===== src/rtl/ps2_kbd_pkg.sv =====
// Shared definitions for the ASCII -> PS/2 Set-2 keystroke encoder.
// The character table lives here as a pure function so the ROM wrapper
// stays a single registered read.
package ps2_kbd_pkg;

  localparam logic [7:0] BREAK_CODE_DEF = 8'hF0;
  localparam logic [7:0] SHIFT_CODE_DEF = 8'h12;
  localparam int ROM_W  = 10;  // {mapped, need_shift, code[7:0]}
  localparam int ADDR_W = 9;   // {lang, ascii[7:0]}

  typedef enum logic [3:0] {
    IDLE, LOOKUP, SHIFT_MK, KEY_MK, KEY_BRK_PFX, KEY_BRK,
    SHIFT_BRK_PFX, SHIFT_BRK, GAP
  } state_t;

  function automatic logic is_letter(input logic [7:0] ch);
    return (ch >= 8'h61 && ch <= 8'h7A) || (ch >= 8'h41 && ch <= 8'h5A);
  endfunction

  // Set-2 make codes for a..z by alphabet index.
  function automatic logic [7:0] letter_code(input logic [4:0] idx);
    logic [7:0] c;
    case (idx)
      5'd0:  c = 8'h1C;  5'd1:  c = 8'h32;  5'd2:  c = 8'h21;  5'd3:  c = 8'h23;
      5'd4:  c = 8'h24;  5'd5:  c = 8'h2B;  5'd6:  c = 8'h34;  5'd7:  c = 8'h33;
      5'd8:  c = 8'h43;  5'd9:  c = 8'h3B;  5'd10: c = 8'h42;  5'd11: c = 8'h4B;
      5'd12: c = 8'h3A;  5'd13: c = 8'h31;  5'd14: c = 8'h44;  5'd15: c = 8'h4D;
      5'd16: c = 8'h15;  5'd17: c = 8'h2D;  5'd18: c = 8'h1B;  5'd19: c = 8'h2C;
      5'd20: c = 8'h3C;  5'd21: c = 8'h2A;  5'd22: c = 8'h1D;  5'd23: c = 8'h22;
      5'd24: c = 8'h35;  5'd25: c = 8'h1A;
      default: c = 8'h00;
    endcase
    return c;
  endfunction

  // Inverse of the decoder table. Bank 1 is the QWERTZ layout: Y and Z
  // swap keys, everything else shares bank 0. Unmapped -> all zeros.
  function automatic logic [ROM_W-1:0] rom_lookup(input logic [ADDR_W-1:0] addr);
    logic [7:0]       ch;
    logic [4:0]       idx;
    logic             upper;
    logic [ROM_W-1:0] e;
    ch    = addr[7:0];
    e     = '0;
    idx   = '0;
    upper = 1'b0;
    if (is_letter(ch)) begin
      upper = (ch <= 8'h5A);
      idx   = upper ? 5'(ch - 8'h41) : 5'(ch - 8'h61);
      if (addr[8] && idx == 5'd24)      idx = 5'd25;
      else if (addr[8] && idx == 5'd25) idx = 5'd24;
      e = {1'b1, upper, letter_code(idx)};
    end else begin
      case (ch)
        8'h30: e = {2'b10, 8'h45};  8'h31: e = {2'b10, 8'h16};
        8'h32: e = {2'b10, 8'h1E};  8'h33: e = {2'b10, 8'h26};
        8'h34: e = {2'b10, 8'h25};  8'h35: e = {2'b10, 8'h2E};
        8'h36: e = {2'b10, 8'h36};  8'h37: e = {2'b10, 8'h3D};
        8'h38: e = {2'b10, 8'h3E};  8'h39: e = {2'b10, 8'h46};
        8'h21: e = {2'b11, 8'h16};  8'h40: e = {2'b11, 8'h1E};
        8'h23: e = {2'b11, 8'h26};  8'h24: e = {2'b11, 8'h25};
        8'h25: e = {2'b11, 8'h2E};  8'h5E: e = {2'b11, 8'h36};
        8'h26: e = {2'b11, 8'h3D};  8'h2A: e = {2'b11, 8'h3E};
        8'h28: e = {2'b11, 8'h46};  8'h29: e = {2'b11, 8'h45};
        8'h20: e = {2'b10, 8'h29};  8'h0D: e = {2'b10, 8'h5A};
        8'h2D: e = {2'b10, 8'h4E};  8'h5F: e = {2'b11, 8'h4E};
        8'h3D: e = {2'b10, 8'h55};  8'h2B: e = {2'b11, 8'h55};
        default: e = '0;
      endcase
    end
    return e;
  endfunction

endpackage


===== src/rtl/ascii_to_scancode_seq_if.sv =====
// Character-in / scancode-out bus. CAPS_AWARE_EN adds caps_on.
interface ascii_to_scancode_seq_if;
  logic       ascii_valid;
  logic [7:0] ascii;
  logic       lang;
  logic       ascii_ready;
  logic       sc_valid;
  logic [7:0] sc_data;
  logic       sc_ready;
  logic       busy;
  logic       err_unmapped;
`ifdef CAPS_AWARE_EN
  logic       caps_on;
`endif

  modport master (
`ifdef CAPS_AWARE_EN
    output caps_on,
`endif
    output ascii_valid, ascii, lang, sc_ready,
    input  ascii_ready, sc_valid, sc_data, busy, err_unmapped
  );

  modport slave (
`ifdef CAPS_AWARE_EN
    input  caps_on,
`endif
    input  ascii_valid, ascii, lang, sc_ready,
    output ascii_ready, sc_valid, sc_data, busy, err_unmapped
  );
endinterface


===== src/rtl/ascii_scancode_rom.sv =====
// Registered character -> {mapped, need_shift, code} table read.
module ascii_scancode_rom
  import ps2_kbd_pkg::*;
(
  input  logic              clk,
  input  logic [ADDR_W-1:0] addr,
  output logic [ROM_W-1:0]  data
);
  logic [ROM_W-1:0] data_q;

  // One-cycle read, no reset needed: only consumed in LOOKUP
  always_ff @(posedge clk) data_q <= rom_lookup(addr);

  assign data = data_q;
endmodule


===== src/rtl/ascii_to_scancode_seq.sv =====
// One character per handshake -> PS/2 Set-2 keystroke byte stream
// (shift make, key make, key break, shift break), with an idle gap after
// every transferred byte. Optional macro CAPS_AWARE_EN adds caps_on,
// which inverts the shift requirement of bank-0 letters.
module ascii_to_scancode_seq
  import ps2_kbd_pkg::*;
#(
  parameter int         GAP_CYCLES = 4,
  parameter logic [7:0] BREAK_CODE = BREAK_CODE_DEF,
  parameter logic [7:0] SHIFT_CODE = SHIFT_CODE_DEF
) (
  input logic                    clk,
  input logic                    rst_n,
  ascii_to_scancode_seq_if.slave bus
);
  localparam int CW = (GAP_CYCLES > 1) ? $clog2(GAP_CYCLES) : 1;

  state_t         state_q, state_d, nxt_q, nxt_d;
  logic [CW-1:0]  cnt_q, cnt_d;
  logic [7:0]     code_q, code_d;
  logic           shift_q, shift_d;
  logic           sc_valid_q, sc_valid_d;
  logic [7:0]     sc_data_q, sc_data_d;
  logic           err_q, err_d;
  logic           rdy_q, rdy_d;
  logic           busy_q, busy_d;
  logic           need_shift;
  logic [ROM_W-1:0] rom_data;
`ifdef CAPS_AWARE_EN
  logic           caps_q, caps_d;  // caps_on applies to this character
`endif

  // The ROM samples the live request so its data is ready in LOOKUP,
  // the cycle right after accept.
  ascii_scancode_rom u_rom (
    .clk  (clk),
    .addr ({bus.lang, bus.ascii}),
    .data (rom_data)
  );

  function automatic state_t succ(input state_t s, input logic sh);
    state_t n;
    case (s)
      SHIFT_MK:      n = KEY_MK;
      KEY_MK:        n = KEY_BRK_PFX;
      KEY_BRK_PFX:   n = KEY_BRK;
      KEY_BRK:       n = sh ? SHIFT_BRK_PFX : IDLE;
      SHIFT_BRK_PFX: n = SHIFT_BRK;
      default:       n = IDLE;
    endcase
    return n;
  endfunction

  function automatic logic is_emit(input state_t s);
    return s inside {SHIFT_MK, KEY_MK, KEY_BRK_PFX, KEY_BRK, SHIFT_BRK_PFX, SHIFT_BRK};
  endfunction

  function automatic logic [7:0] byte_of(input state_t s, input logic [7:0] code);
    logic [7:0] b;
    case (s)
      SHIFT_MK, SHIFT_BRK:        b = SHIFT_CODE;
      KEY_BRK_PFX, SHIFT_BRK_PFX: b = BREAK_CODE;
      default:                    b = code;
    endcase
    return b;
  endfunction

  // Next-state and registered-output computation
  always_comb begin
    state_d = state_q;
    nxt_d   = nxt_q;
    cnt_d   = cnt_q;
    code_d  = code_q;
    shift_d = shift_q;
    err_d   = 1'b0;
`ifdef CAPS_AWARE_EN
    caps_d     = caps_q;
    need_shift = rom_data[8] ^ caps_q;
`else
    need_shift = rom_data[8];
`endif
    case (state_q)
      IDLE: begin
        if (bus.ascii_valid && rdy_q) begin
          state_d = LOOKUP;
`ifdef CAPS_AWARE_EN
          caps_d = bus.caps_on && !bus.lang && is_letter(bus.ascii);
`endif
        end
      end
      LOOKUP: begin
        if (!rom_data[9]) begin
          err_d   = 1'b1;
          state_d = IDLE;
        end else begin
          code_d  = rom_data[7:0];
          shift_d = need_shift;
          state_d = need_shift ? SHIFT_MK : KEY_MK;
        end
      end
      GAP: begin
        if (cnt_q == '0) state_d = nxt_q;
        else             cnt_d   = cnt_q - 1'b1;
      end
      default: begin
        if (sc_valid_q && bus.sc_ready) begin
          if (GAP_CYCLES == 0) begin
            state_d = succ(state_q, shift_q);
          end else begin
            state_d = GAP;
            nxt_d   = succ(state_q, shift_q);
            cnt_d   = CW'(GAP_CYCLES - 1);
          end
        end
      end
    endcase
    sc_valid_d = is_emit(state_d);
    sc_data_d  = is_emit(state_d) ? byte_of(state_d, code_d) : sc_data_q;
    rdy_d      = (state_d == IDLE);
    busy_d     = (state_d != IDLE);
  end

  // State and output registers; reset abandons any sequence in flight
  always_ff @(posedge clk) begin
    if (!rst_n) begin
      state_q    <= IDLE;
      nxt_q      <= IDLE;
      cnt_q      <= '0;
      code_q     <= 8'h00;
      shift_q    <= 1'b0;
      sc_valid_q <= 1'b0;
      sc_data_q  <= 8'h00;
      err_q      <= 1'b0;
      rdy_q      <= 1'b1;
      busy_q     <= 1'b0;
`ifdef CAPS_AWARE_EN
      caps_q     <= 1'b0;
`endif
    end else begin
      state_q    <= state_d;
      nxt_q      <= nxt_d;
      cnt_q      <= cnt_d;
      code_q     <= code_d;
      shift_q    <= shift_d;
      sc_valid_q <= sc_valid_d;
      sc_data_q  <= sc_data_d;
      err_q      <= err_d;
      rdy_q      <= rdy_d;
      busy_q     <= busy_d;
`ifdef CAPS_AWARE_EN
      caps_q     <= caps_d;
`endif
    end
  end

  assign bus.ascii_ready  = rdy_q;
  assign bus.sc_valid     = sc_valid_q;
  assign bus.sc_data      = sc_data_q;
  assign bus.busy         = busy_q;
  assign bus.err_unmapped = err_q;
endmodule

===== src/flat_wrapper.sv =====
// flat-port wrapper written by rule: the top's interface ports become plain ports
module ascii_to_scancode_seq_flat import ps2_kbd_pkg::*;
#(
  parameter int         GAP_CYCLES = 4,
  parameter logic [7:0] BREAK_CODE = BREAK_CODE_DEF,
  parameter logic [7:0] SHIFT_CODE = SHIFT_CODE_DEF
)
  (clk, rst_n, bus_ascii_valid, bus_ascii, bus_lang, bus_sc_ready, bus_ascii_ready, bus_sc_valid, bus_sc_data, bus_busy, bus_err_unmapped);
  ascii_to_scancode_seq_if bus_i ();
  input logic clk;
  input logic rst_n;
  input wire logic [$bits(bus_i.ascii_valid)-1:0] bus_ascii_valid;
  input wire logic [$bits(bus_i.ascii)-1:0] bus_ascii;
  input wire logic [$bits(bus_i.lang)-1:0] bus_lang;
  input wire logic [$bits(bus_i.sc_ready)-1:0] bus_sc_ready;
  output wire logic [$bits(bus_i.ascii_ready)-1:0] bus_ascii_ready;
  output wire logic [$bits(bus_i.sc_valid)-1:0] bus_sc_valid;
  output wire logic [$bits(bus_i.sc_data)-1:0] bus_sc_data;
  output wire logic [$bits(bus_i.busy)-1:0] bus_busy;
  output wire logic [$bits(bus_i.err_unmapped)-1:0] bus_err_unmapped;
  assign bus_i.ascii_valid = bus_ascii_valid;
  assign bus_i.ascii = bus_ascii;
  assign bus_i.lang = bus_lang;
  assign bus_i.sc_ready = bus_sc_ready;
  assign bus_ascii_ready = bus_i.ascii_ready;
  assign bus_sc_valid = bus_i.sc_valid;
  assign bus_sc_data = bus_i.sc_data;
  assign bus_busy = bus_i.busy;
  assign bus_err_unmapped = bus_i.err_unmapped;
  ascii_to_scancode_seq #(.GAP_CYCLES(GAP_CYCLES), .BREAK_CODE(BREAK_CODE), .SHIFT_CODE(SHIFT_CODE)) u_core (.clk(clk), .rst_n(rst_n), .bus(bus_i));
endmodule

===== config.mk =====
export PLATFORM = sky130hd
export DESIGN_NAME = ascii_to_scancode_seq_flat
export DESIGN_NICKNAME = d
export VERILOG_FILES = /design/src/rtl/ps2_kbd_pkg.sv /design/src/rtl/ascii_to_scancode_seq_if.sv /design/src/rtl/ascii_scancode_rom.sv /design/src/rtl/ascii_to_scancode_seq.sv /design/src/flat_wrapper.sv
export SDC_FILE = /design/constraint.sdc
export NUM_CORES = 1
export LEC_CHECK = 0
export CELL_PAD_IN_SITES_DETAIL_PLACEMENT = 0
export CELL_PAD_IN_SITES_GLOBAL_PLACEMENT = 1
export CORE_AREA = 4 4 97 81
export DETAILED_ROUTE_END_ITERATION = 10
export DIE_AREA = 0 0 101 85
export PLACE_DENSITY_LB_ADDON = 0.1
export SYNTH_ARGS = -nofsm -noshare
export SYNTH_HDL_FRONTEND = slang
export SYNTH_SLANG_ARGS = --single-unit

===== constraint.sdc =====
create_clock -name clk -period 5.3 [get_ports clk]
set_clock_uncertainty 0.05 [all_clocks]
set_input_delay 1.06 -clock clk [delete_from_list [all_inputs] [get_ports clk]]
set_output_delay 1.06 -clock clk [all_outputs]
set_load 0.01 [all_outputs]

==> metrics <==
outcome=completed; Die X=101 um; Vias=~2800; # setup viols final=0; # resized after CTS=0; R2R setup slack=~2.8 ns; drc violations=0; CP Capture Type=flip-flop; Initial Util=43.7%; vias per cell=just under 6; Routed Antenna Nets=0; EDFF count, synth=0; Hold Worst Slack=about 0.43 ns; Clock H-tree levels=2; met2 usage=between 20% and 30%; hold path cells=1; WL/cell=around 17 um; Mapped Cells=377; Seq pwr share=between 40 and 50%; CP max FO=16; # IOs=25; Root Buffer=clkbuf_8; Final period util=a little over 80%; hold worst-path end=u_core.code_q[7]; PortBufs=24; Storage cell area=between 700 and 800 um^2; slowest CP cell=clkdlybuf4s50_1; Seq/Total Area, Yosys=26.3%; filler instances=~670; Pleak=around 1.3 nW; Area contributors post-synth=dfxtp_1 (26%), ha_1 (6.3%), mux2i_1 (5.7%), a21oi_1 (4.6%), nand2_1 (4.2%); CP startpoint kind=input pin; Netlist cell types=69; vias in the first global route=2503; Synth area leader=dfxtp_1; hold crit path type=flip-flop to flip-flop; Worst EP required=around 5.4 ns; Bufs and invs on worst path=5; layout cells sized above 1=7.75%; RePlAce Congestion=slightly above 0.8; worst-skew pair later-pin latency=just under 0.3 ns; R2R depth=6; Core Area=slightly below 0.007 mm^2; Setup Crit Path Kind=input pin to flip-flop; Die Footprint=roughly 0.0086 mm^2; syn nets=just over 400; Clock power frac=33.5%; Final Hold Viols=0; GR peak layer=met1; CTS sink cnt=39; asr flop ratio synth=0%; Num CTS Buffers=5; initial antenna violation count=0; synth warn=0; Total Wirelength=7.88 mm; Cell Rows=27; Clock Tree Buf Depth=2; die span in y=approximately 85 um; Critical R2R Capture=u_core.bus.sc_data[1]; switching power=236 uW; met3 usage in global routing=4.52%; Main synth FF type=dfxtp_1; CTS Hold Bufs=0; Slew HR=about half; hold wc startpoint=u_core.code_q[7]; 1st-iter DRT viols=around 240; worst path arrival time=4.46 ns; reg-to-reg startpoint=u_core.state_q[1]; # diodes=0; overflow left after global routing=0; CTS tree=built; Power Density=between 200 and 250 mW/mm^2; Max Cap Viol=0; global-route wire length before repair=~13 mm; IR drop worst, VDD=between 0.1 and 0.15 mV; Area Overhead vs Synth=12.4%; Syn Area/Cell=just under 8 um^2; met1 usage=between 30 and 40%; post-CTS setup buffers=0; post-layout min period=between 4 and 5 ns; clk slew on worst S/H paths=0.08 ns; nets@finish=between 400 and 500; cell area after synthesis=between 0.002 and 0.003 mm^2; Worst Max-Slew Pin Slew=0.769 ns; RSZ-0062 raised after global routing=no; synthesis-stage register bit count=39; DPL Wire Length=about 5.6 mm; final max-slew violation count=0; Pre-antenna DRT Iters=5; delay-heaviest family, CP=buffers and inverters; most used cell, CP=a21oi_1; setup TNS=0 ns; Internal Power=roughly 540 uW; fmax=about 0.23 GHz; CP max stage delay=roughly 0.42 ns; multi-input logic area=~0.0020 mm^2; GRT Overall Usage=between 10% and 20%; Cell Chain, Critical Path=clkdlybuf4s50_1 > inv_1 > ha_1 > xnor2_1 > buf_4 > inv_2 > nor3_2 > a21oi_1 > a21oi_1 > inv_1 > ha_1 > o21ai_0 > o211ai_1 > a21oi_1 > a211o_1 > o211ai_1; largest net degree at the start of global routing=40; top cell type's share of synthesized area=between 20% and 30%; Gate power share=25.4%; fraction of power spent switching nets=between 30% and 40%
[cell type report]
type                    instances  share of cell area (%)
clock buffers                   6                    2.48
inverters                      14                    1.58
clock inverters                 2                    1.16
repair buffers                 31                    8.79
flip-flops and latches         39                    23.4
multi-input cells             295                    59.3
well taps                      87                    3.27
[worst register-to-register path: cells and delay by family (launching register included)]
| kind | cells | cell delay [ns] |
|---|---|---|
| buffers and inverters | 1 | 0.13 |
| and+or+nand+nor | 2 | 0.81 |
| DFF | 1 | 0.42 |
| AOI/OAI and AO/OA | 3 | 1.04 |
[placed cells by master (no fill, tap or decap), types with 8 or more instances in the layout]
cell type	n
inv_1	13
a21oi_1	27
clkdlybuf4s50_1	24
ha_1	15
o211ai_1	8
mux2i_1	17
nand3_1	11
nand2_1	33
nor2_1	33
dfxtp_1	39
nor3_1	14
o21ai_0	24
[cells in the mapped netlist, types with 3 or more instances]
| master | number |
|---|---|
| nor2_1 | 33 |
| buf_6 | 4 |
| and2_1 | 5 |
| nor2b_1 | 5 |
| buf_2 | 8 |
| a21boi_0 | 4 |
| ha_1 | 15 |
| o22ai_1 | 4 |
| inv_1 | 13 |
| a211oi_1 | 7 |
| dfxtp_1 | 39 |
| a21oi_1 | 27 |
| o211ai_1 | 8 |
| o21ai_0 | 24 |
| and3_1 | 3 |
| a22o_1 | 3 |
| o31ai_1 | 6 |
| nand3_1 | 11 |
| mux2i_1 | 17 |
| xnor2_1 | 5 |
| or2_2 | 3 |
| o21a_1 | 3 |
| clkbuf_1 | 15 |
| nand2b_1 | 7 |
| a31oi_1 | 5 |
| nor3_1 | 14 |
| nand2_1 | 33 |
[registers in the layout, indices dropped and copies added (netlist names)]
name,count
u_core.bus.sc_data,8
u_core.cnt_q,2
u_core.bus.busy,1
u_core.u_rom.data,9
u_core.bus.sc_valid,1
u_core.bus.err_unmapped,1
u_core.nxt_q,3
u_core.state_q,4
u_core.code_q,8
u_core.shift_q,1
u_core.bus.ascii_ready,1
[metrics by stage]
step	area [um^2]	total power [mW]	worst slack (ns)	utilization, %	instances
after floorplan	2960	0.464	1.19	-	377
final	3330	0.778	0.931	49.1	474
after global placement	3210	0.522	0.825	47.3	466
after CTS	3330	0.786	0.982	49.1	474
after detailed placement	3210	0.522	0.694	47.3	466
after global routing	3330	0.819	0.491	49.1	474
[power by group through the flow]
| stage | combinational (mW) | sequential (mW) | clock [mW] |
|---|---|---|---|
| after floorplan | 0.141 | 0.324 | 0 |
| after global placement | 0.195 | 0.327 | 0 |
| after detailed placement | 0.195 | 0.327 | 0 |
| after CTS | 0.196 | 0.320 | 0.270 |
| after global routing | 0.217 | 0.322 | 0.280 |
| final | 0.197 | 0.320 | 0.261 |
[metal layers]
metal	wire, um	part of all wire [%]
met1	4160	53
met5	0	0
met3	473	6.0
met4	14	0.18
met2	3230	41
[cell families (layout without fill, tap and decap cells)]
kind of cell,count (synthesis),count (layout),synth area share (%)
AOI/OAI and AO/OA,122,122,28.0
xor gates and xnor gates,6,6,1.77
adders and majority gates,16,16,7.01
muxes,19,19,6.88
and+or+nand+nor,132,132,22.9
DFF,39,39,26.3
buffers and inverters,43,53,7.05
[how the worst max path moves through the flow]
stage	startpoint	end	slack, ns	depth (start not counted)
floorplan	bus_ascii[0]	u_core.u_rom.data[0]	1.19	16
global placement	bus_ascii[0]	u_core.u_rom.data[3]	0.82	15
detailed placement	bus_ascii[0]	u_core.u_rom.data[3]	0.69	15
CTS	bus_ascii[0]	u_core.u_rom.data[0]	0.98	16
global route	bus_ascii[0]	u_core.u_rom.data[0]	0.49	16
finish	bus_ascii[0]	u_core.u_rom.data[1]	0.93	16
Note: power is estimated with default switching activity, not from simulation.
